File: src/rtl/mdu_pkg.sv
// Shared encodings and sizing for the iterative multiply/divide unit.
package mdu_pkg;

    localparam int MDU_WIDTH = 32;
    localparam int MDU_CNT_W = $clog2(MDU_WIDTH);

    localparam logic [1:0] S_IDLE = 2'd0;
    localparam logic [1:0] S_MULT = 2'd1;
    localparam logic [1:0] S_DIV  = 2'd2;
    localparam logic [1:0] S_DONE = 2'd3;

endpackage

File: src/rtl/mdu_sign_fix.sv
// Conditional two's-complement negate; used for operand magnitudes and result sign correction.
module mdu_sign_fix #(
    parameter int WIDTH = 32
) (
    input  logic [WIDTH-1:0] mag,
    input  logic             neg,
    output logic [WIDTH-1:0] res
);

    assign res = neg ? ((~mag) + WIDTH'(1)) : mag;

endmodule

File: src/rtl/mult_div_unit.sv
// Iterative shift-add multiplier / restoring divider with Hi/Lo result registers.
module mult_div_unit
    import mdu_pkg::*;
#(
    parameter int WIDTH = MDU_WIDTH,
    parameter int ITERS = WIDTH
) (
    input  logic             clk,
    input  logic             reset,
    input  logic [WIDTH-1:0] OpA,
    input  logic [WIDTH-1:0] OpB,
    input  logic             MultStart,
    input  logic             DivStart,
    input  logic             SignedOp,
    output logic [WIDTH-1:0] Hi,
    output logic [WIDTH-1:0] Lo,
    output logic             Busy,
    output logic             Done,
    output logic             DivZero
);

    localparam int CW = (ITERS > 1) ? $clog2(ITERS) : 1;
    localparam logic [CW-1:0] LAST = CW'(ITERS - 1);

    logic [1:0]         state;
    logic [CW-1:0]      cnt;
    logic [2*WIDTH-1:0] acc;
    logic [WIDTH-1:0]   opr;
    logic               neg_res;
    logic               neg_rem;

    logic [WIDTH-1:0]   mag_a;
    logic [WIDTH-1:0]   mag_b;
    logic [WIDTH:0]     psum;
    logic [WIDTH:0]     trial;
    logic [2*WIDTH-1:0] mul_next;
    logic [2*WIDTH-1:0] div_next;
    logic [2*WIDTH-1:0] prod_fix;
    logic [WIDTH-1:0]   quot_fix;
    logic [WIDTH-1:0]   rem_fix;

    mdu_sign_fix #(.WIDTH(WIDTH)) u_mag_a (
        .mag (OpA),
        .neg (SignedOp & OpA[WIDTH-1]),
        .res (mag_a)
    );

    mdu_sign_fix #(.WIDTH(WIDTH)) u_mag_b (
        .mag (OpB),
        .neg (SignedOp & OpB[WIDTH-1]),
        .res (mag_b)
    );

    // acc holds {partial product, remaining multiplier bits} for MULT and
    // {partial remainder, remaining dividend / quotient bits} for DIV.
    always_comb begin
        psum     = {1'b0, acc[2*WIDTH-1:WIDTH]} + (acc[0] ? {1'b0, opr} : '0);
        mul_next = {psum, acc[WIDTH-1:1]};
        trial    = {acc[2*WIDTH-1:WIDTH], acc[WIDTH-1]} - {1'b0, opr};
        div_next = trial[WIDTH] ? {acc[2*WIDTH-2:0], 1'b0}
                                : {trial[WIDTH-1:0], acc[WIDTH-2:0], 1'b1};
    end

    mdu_sign_fix #(.WIDTH(2*WIDTH)) u_prod_fix (
        .mag (mul_next),
        .neg (neg_res),
        .res (prod_fix)
    );

    mdu_sign_fix #(.WIDTH(WIDTH)) u_quot_fix (
        .mag (div_next[WIDTH-1:0]),
        .neg (neg_res),
        .res (quot_fix)
    );

    mdu_sign_fix #(.WIDTH(WIDTH)) u_rem_fix (
        .mag (div_next[2*WIDTH-1:WIDTH]),
        .neg (neg_rem),
        .res (rem_fix)
    );

    always_ff @(posedge clk or negedge reset) begin
        if (!reset) begin
            state   <= S_IDLE;
            cnt     <= '0;
            acc     <= '0;
            opr     <= '0;
            neg_res <= 1'b0;
            neg_rem <= 1'b0;
            Hi      <= '0;
            Lo      <= '0;
            DivZero <= 1'b0;
        end else begin
            case (state)
                S_IDLE: begin
                    if (MultStart || DivStart) begin
                        DivZero <= 1'b0;
                        cnt     <= '0;
                        neg_res <= SignedOp & (OpA[WIDTH-1] ^ OpB[WIDTH-1]);
                        neg_rem <= SignedOp & OpA[WIDTH-1];
                        if (MultStart) begin
                            state <= S_MULT;
                            opr   <= mag_a;
                            acc   <= {{WIDTH{1'b0}}, mag_b};
                        end else begin
                            state <= S_DIV;
                            opr   <= mag_b;
                            acc   <= {{WIDTH{1'b0}}, mag_a};
                        end
                    end
                end
                S_MULT: begin
                    acc <= mul_next;
                    cnt <= cnt + CW'(1);
                    if (cnt == LAST) begin
                        state    <= S_DONE;
                        {Hi, Lo} <= prod_fix;
                    end
                end
                S_DIV: begin
                    if (opr == '0) begin
                        state   <= S_DONE;
                        DivZero <= 1'b1;
                    end else begin
                        acc <= div_next;
                        cnt <= cnt + CW'(1);
                        if (cnt == LAST) begin
                            state <= S_DONE;
                            Hi    <= rem_fix;
                            Lo    <= quot_fix;
                        end
                    end
                end
                default: state <= S_IDLE;
            endcase
        end
    end

    assign Busy = (state == S_MULT) || (state == S_DIV);
    assign Done = (state == S_DONE);

endmodule

File: config.mk
export PLATFORM = sky130hd
export DESIGN_NAME = mult_div_unit
export DESIGN_NICKNAME = d
export VERILOG_FILES = /design/src/rtl/mdu_pkg.sv /design/src/rtl/mdu_sign_fix.sv /design/src/rtl/mult_div_unit.sv
export SDC_FILE = /design/constraint.sdc
export NUM_CORES = 1
export LEC_CHECK = 0
export CELL_PAD_IN_SITES_DETAIL_PLACEMENT = 1
export CELL_PAD_IN_SITES_GLOBAL_PLACEMENT = 1
export CORE_UTILIZATION = 35
export CTS_CLUSTER_SIZE = 8
export DETAILED_ROUTE_END_ITERATION = 10
export PLACE_DENSITY_LB_ADDON = 0.3
export SLEW_MARGIN = 25
export SYNTH_ARGS = -nofsm -noshare
export SYNTH_HDL_FRONTEND = slang
export SYNTH_SLANG_ARGS = --single-unit
File: constraint.sdc
create_clock -name clk -period 7.1 [get_ports clk]
set_input_delay 0.71 -clock clk [delete_from_list [all_inputs] [get_ports clk]]
set_output_delay 0.71 -clock clk [all_outputs]
set_load 0.05 [all_outputs]
# == Yosys cells after proc, flatten, opt, wreduce, memory -nomap -nowiden ==
# Cells that the tools add are included.
# word_totals
elab_cells,77
inputBits,69
output_inout_bits,67
regBits,170
# classes
bitwise,9
n_addsub,8
eq_ne,9
n_mux,31
reduce_logical,11
# op_table
op,n
$mux W32,13
$mux W64,4
$pmux W64 S3,1
$add A32 B1 Y32 const B,4
$not A32 Y32,4
$pmux W32 S2,2
$add A64 B1 Y64 const B,1
$not A64 Y64,1
$add A32 B32 Y33,1
$sub A33 B32 Y33,1
$logic_not A32 Y1,1
$pmux W5 S3,1
$mux W5,2
$ne A2 B2 Y1 const B,5
$mux W2,4
$pmux W2 S3,1
$reduce_and A3 Y1,2
$add A5 B1 Y5 const B,1
$eq A5 B5 Y1 const B,1
$eq A2 B2 Y1 const B,2
$reduce_and A4 Y1,1
$reduce_bool A2 Y1,2
$and A1 B1 Y1,3
$reduce_bool A3 Y1,1
other kinds (7),9

# == Depth between registers and ports, before layout ==
# logic_depth
word_depth,8
mapped_depth,26
mapped_depth_nobuf,24

# == Modules after synthesis ==
# From an unflattened synthesis, not the netlist that was laid out.
# unflattened
cells_unflattened,2065
hier_area_um2,17182.7
# modules_own_cells
module,area_per_inst_um2,cells_each,seq_area_each_um2,instances
mult_div_unit,12544.5,1472,4254.1,1
mdu_sign_fix (u_mag_a ...),777.0,99,0.0,4
mdu_sign_fix (u_prod_fix),1530.2,197,0.0,1

# == Least setup slack after synthesis ==
# No wires, ideal clock.
# synth_timing
kind,flip-flop to flip-flop
startpoint,register acc[31]
endpoint,register Hi[28]
stages_incl_launch_ff,26
t_arrival_ps,5445
slack_ps,1521
setup_time_ps,134
synth_period_minus_slack_ps,5579
n_path_buf,2
t_required_ps,6966
cell_sequence,dfrtp_1 clkbuf_1 inv_1 ha_1 inv_1 fa_1 a211oi_1 o211ai_1 a22o_1 o21a_1 a21oi_1 nor2_1 clkinv_1 clkbuf_1 mux2_2 inv_1 ha_1 inv_1 or3_1 or2_2 nor2_1 o21ai_0 o41a_1 o41ai_1 mux2i_1 o211ai_1
# synth_via
elab_chain_len,8
word_cells_on_any_way,12
cone_classes,3 x add/sub; 7 x mux; 2 x bitwise
# synth_rtl
item,line_no,text
"start, declared",mult_div_unit.sv:27,logic [2*WIDTH-1:0] acc;
"start signal, assigned",mult_div_unit.sv:104,"acc <= {{WIDTH{1'b0}}, mag_b};"
"start signal, assigned",mult_div_unit.sv:108,"acc <= {{WIDTH{1'b0}}, mag_a};"
"start signal, assigned",mult_div_unit.sv:113,acc <= mul_next;
$sub A33 B32 Y33,mult_div_unit.sv:59,"trial = {acc[2*WIDTH-1:WIDTH], acc[WIDTH-1]} - {1'b0, opr};"
$mux W64,mult_div_unit.sv:60,"div_next = trial[WIDTH] ? {acc[2*WIDTH-2:0], 1'b0}"
$not A32 Y32,mdu_sign_fix.sv:10,assign res = neg ? ((~mag) + WIDTH'(1)) : mag;
$add A32 B1 Y32,mdu_sign_fix.sv:10,
$mux W32,mdu_sign_fix.sv:10,
$mux W32,mult_div_unit.sv:127,if (cnt == LAST) begin
$mux W32,mult_div_unit.sv:121,if (opr == '0) begin
$pmux W32 S2 *,mult_div_unit.sv:94,case (state)
"end signal, assigned",mult_div_unit.sv:117,"{Hi, Lo} <= prod_fix;"
"end signal, assigned",mult_div_unit.sv:129,Hi <= rem_fix;
"end, declared",mult_div_unit.sv:15,"output logic [WIDTH-1:0] Hi,"
# Mark *: on every way between the ends. The rest lies on a longest branch, timed or not. The select of a mux whose other input is x is not followed.
# A chain may end at the register's enable or synchronous reset.

# == Final worst setup path ==
# layout_timing
startpoint,register acc[31]
endpoint,register Hi[30]
# The elaborated chain is that of the path after synthesis.

==> reports/metrics.cfg <==
[synthesis]
synth-xor-area-share_pct=10.3
synthFlopType=dfrtp_1
syn_inst=2436
synth-compound-area-share_pct=29.4
synth.area.mux_share_pct=2.33
syn-num-nets=2583
synthArstFlopShare_pct=100
yosys_register_bits=170
avgSynthCellArea_um2=7.24
ys_types=88
synth-simple-area-share_pct=23.0
syn_area_um2=17600
synth_top_family_by_area=compound AO/OA/AOI/OAI gates
synth-seq-area-share_pct=24.1
synth-edff-count=0
yosys.area_share.adder_pct=5.62
yosysWarnings=0

[place]
dp_hpwl_um=60700
place_area_um2=19400
numPortBuffers=135
gp_congestion=0.937

[layout]
fill_cells=6177
syn_to_final_growth_pct=13.4
n_antenna_cell=0
drive_gt1_share_pct=4.50
final_nets=2598
fin_area_um2=20000

[timing]
min_period_ns=6.42
slew_violations=0
setup_violations=0
hold_slack_ns=0.212
slew_headroom_pct=31.6
finalClockSkew_ns=0.0202
worst_pin_slew_ns=1.02
rsz0062_at_grt=no
hold_violations=0
fmax_mhz=156
finalSetupTns_ns=0
finalCritPeriodShare_pct=90.4

[route]
top_layer_used=met4
ant_nets=0
via_per_inst=6.10
dr.pass1.iters=7
wl_um=76500
wl_per_cell_um=24.4
vias=19100
wl_met2_um=34000
drt_iter0_drc=1802
drc=0
met3_length_um=4490
wl_met1_um=35900

[power_and_ir_drop]
p_leak_nw=8.06
p_sw_share_pct=57.3
p_sw_w=0.00508
p_int_w=0.00378
power.density_nw_per_um2=443
peakVddDrop_mv=0.446
pwr-share-clk_pct=10.8
combPwrFrac_pct=69.7
p_seq_share_pct=19.5

[critical_path]
start_kind=flop
cp_common_cell=inv_1
worst-endpoint-required_ns=7.49
slowest_delay_ns=0.72
crit_type=reg -> reg
path_cells=inv_1 > ha_1 > inv_1 > fa_1 > a211oi_1 > o211ai_1 > a22o_1 > o21a_1 > a21oi_1 > nor2_4 > clkinv_1 > mux2_2 > inv_1 > ha_1 > inv_1 > or3_1 > or2_2 > nor2_1 > o21ai_0 > o41ai_1 > o2111ai_1 > a21oi_1 > nor3b_1 > a221o_1
crit_slowest_cell=a21oi_1
crit_fanout=10
arrival_ns=6.80
endpoint_kind=flop

[clock_network]
hold_buffers=0
htreeDepth=4
root_buffer=clkbuf_16
cts_made_buffers=17
clockBufferDepth=2
worstSkewPairLatency_ns=0.50
cts_tree=done
cts.clk_slew.worst_paths_ns=0.08
cts_resized=0
numClockSinks=170
cts_setup_buffers=0

[floorplanning]
initial_core_util_pct=35.7
io_pins=136
placementRows=81
die_area_um2=51300
core-area_um2=49400
die_w_um=226
die_h_um=226

[global_route]
gr-usage-all-layers_pct=30.1
grt_pass1_vias=18800
grt_pass1_wl_um=117000
antenna_found_initial=0
grt_max_degree=90
grt-ovfl-total=0

[status]
outcome=completed

[run]
cap_violations=0

[hold_path]
worstHoldPathType=in -> async

flip-flops by register name (all words and copies together) (netlist names):
signal	cells
DivZero	1
Hi	32
Lo	32
acc	64
cnt	5
neg_rem	1
neg_res	1
opr	32
state	2
metrics by stage:
step | worst slack [ns] | utilization [%] | cells | total power, W
floorplan | 1.52 | - | 2436 | 0.00577
global placement | 0.933 | 39.4 | 3096 | 0.00763
detailed placement | 0.794 | 39.4 | 3096 | 0.00775
CTS | 0.754 | 40.5 | 3128 | 0.00873
global route | 0.344 | 40.5 | 3128 | 0.00946
finish | 0.683 | 40.5 | 3128 | 0.00886
cell usage in the layout (no fill, tap or decap), types with 33 or more instances in the layout:
cell type / count
xor2_1: 90
o31ai_1: 36
ha_1: 73
dfrtp_1: 169
or3_1: 35
a21o_1: 41
a22oi_1: 44
o21ai_0: 281
clkdlybuf4s50_1: 133
nor2_1: 228
nor3_1: 45
nand2_1: 345
a21oi_1: 194
inv_1: 70
a211oi_1: 33
xnor2_1: 117
path summary, 6_finish.rpt:
path / startpoint / to / slack [ns] / cells after the start
max in group asynchronous: reset / neg_res / 5.56 / 2
worst max register to register: acc[31] / Hi[30] / 0.68 / 24
worst min register to register: Lo[31] / Lo[31] / 0.49 / 2
worst min-delay path: reset / acc[58] / 0.21 / 1
min in group clk: Lo[31] / Lo[31] / 0.49 / 2
worst max-delay path: acc[31] / Hi[30] / 0.68 / 24
final cells by class:
cell class                      count  area (µm²)  area share (%)
Multi-Input combinational cell   2025       12500            62.6
Sequential cell                   170        4260            21.3
Tap cell                          664         831            4.15
Inverter                           73         274            1.37
Clock buffer                       21         450            2.25
Clock inverter                     11         110           0.550
Timing Repair Buffer              164        1570            7.84
power by group through the flow:
stage | clock network (W) | logic [W] | registers, W
final | 0.000956 | 0.00618 | 0.00173
after global routing | 0.000998 | 0.00671 | 0.00175
after CTS | 0.000970 | 0.00606 | 0.00170
after detailed placement | 0 | 0.00603 | 0.00172
after global placement | 0 | 0.00593 | 0.00170
after floorplan | 0 | 0.00440 | 0.00137
synth_stat cells (all sizes together), types with 21 or more instances:
master | count | area share, %
inv | 70 | 1.5
a21o | 41 | 1.7
nor4 | 32 | 1.3
xor2 | 90 | 4.5
nand3 | 28 | 0.79
or3 | 37 | 1.3
a31oi | 21 | 0.74
xnor2 | 117 | 5.8
nor2 | 229 | 4.9
o31ai | 36 | 1.5
clkbuf | 143 | 3.0
o21ai | 299 | 8.5
a22oi | 45 | 1.9
a211oi | 33 | 1.4
nor3 | 47 | 1.4
o41ai | 22 | 1.2
and2 | 22 | 0.78
buf | 25 | 0.65
ha | 76 | 5.4
mux2i | 31 | 1.8
a21oi | 194 | 5.5
dfrtp | 170 | 24
nand2 | 346 | 7.4
o211ai | 22 | 0.94
worst max-delay path, delay by kind of cell, from the launching register on:
kind / cells / cell delay [ns]
AO/OA/AOI/OAI: 10 / 3.01
AND/OR/NAND/NOR: 5 / 0.95
adder cells (fa/ha/maj): 3 / 0.86
flip-flops: 1 / 0.55
buffers and inverters: 5 / 0.55
multiplexers: 1 / 0.39
cells by family (layout without fill, tap and decap cells):
| group | Yosys count | count (layout) |
|---|---|---|
| buf+inv | 241 | 269 |
| xor+xnor | 207 | 207 |
| fa+ha+maj | 78 | 78 |
| flops | 170 | 170 |
| simple gates | 867 | 867 |
| compound gates | 834 | 834 |
| mux | 39 | 39 |
metal layers:
layer	vias to the layer above	GRT usage, %
met5	-	0
met4	0	9.68
met3	102	3.72
met2	650	46.5
met1	9514	43.1
li1	8807	-
Power figures use the tool's default switching activity.
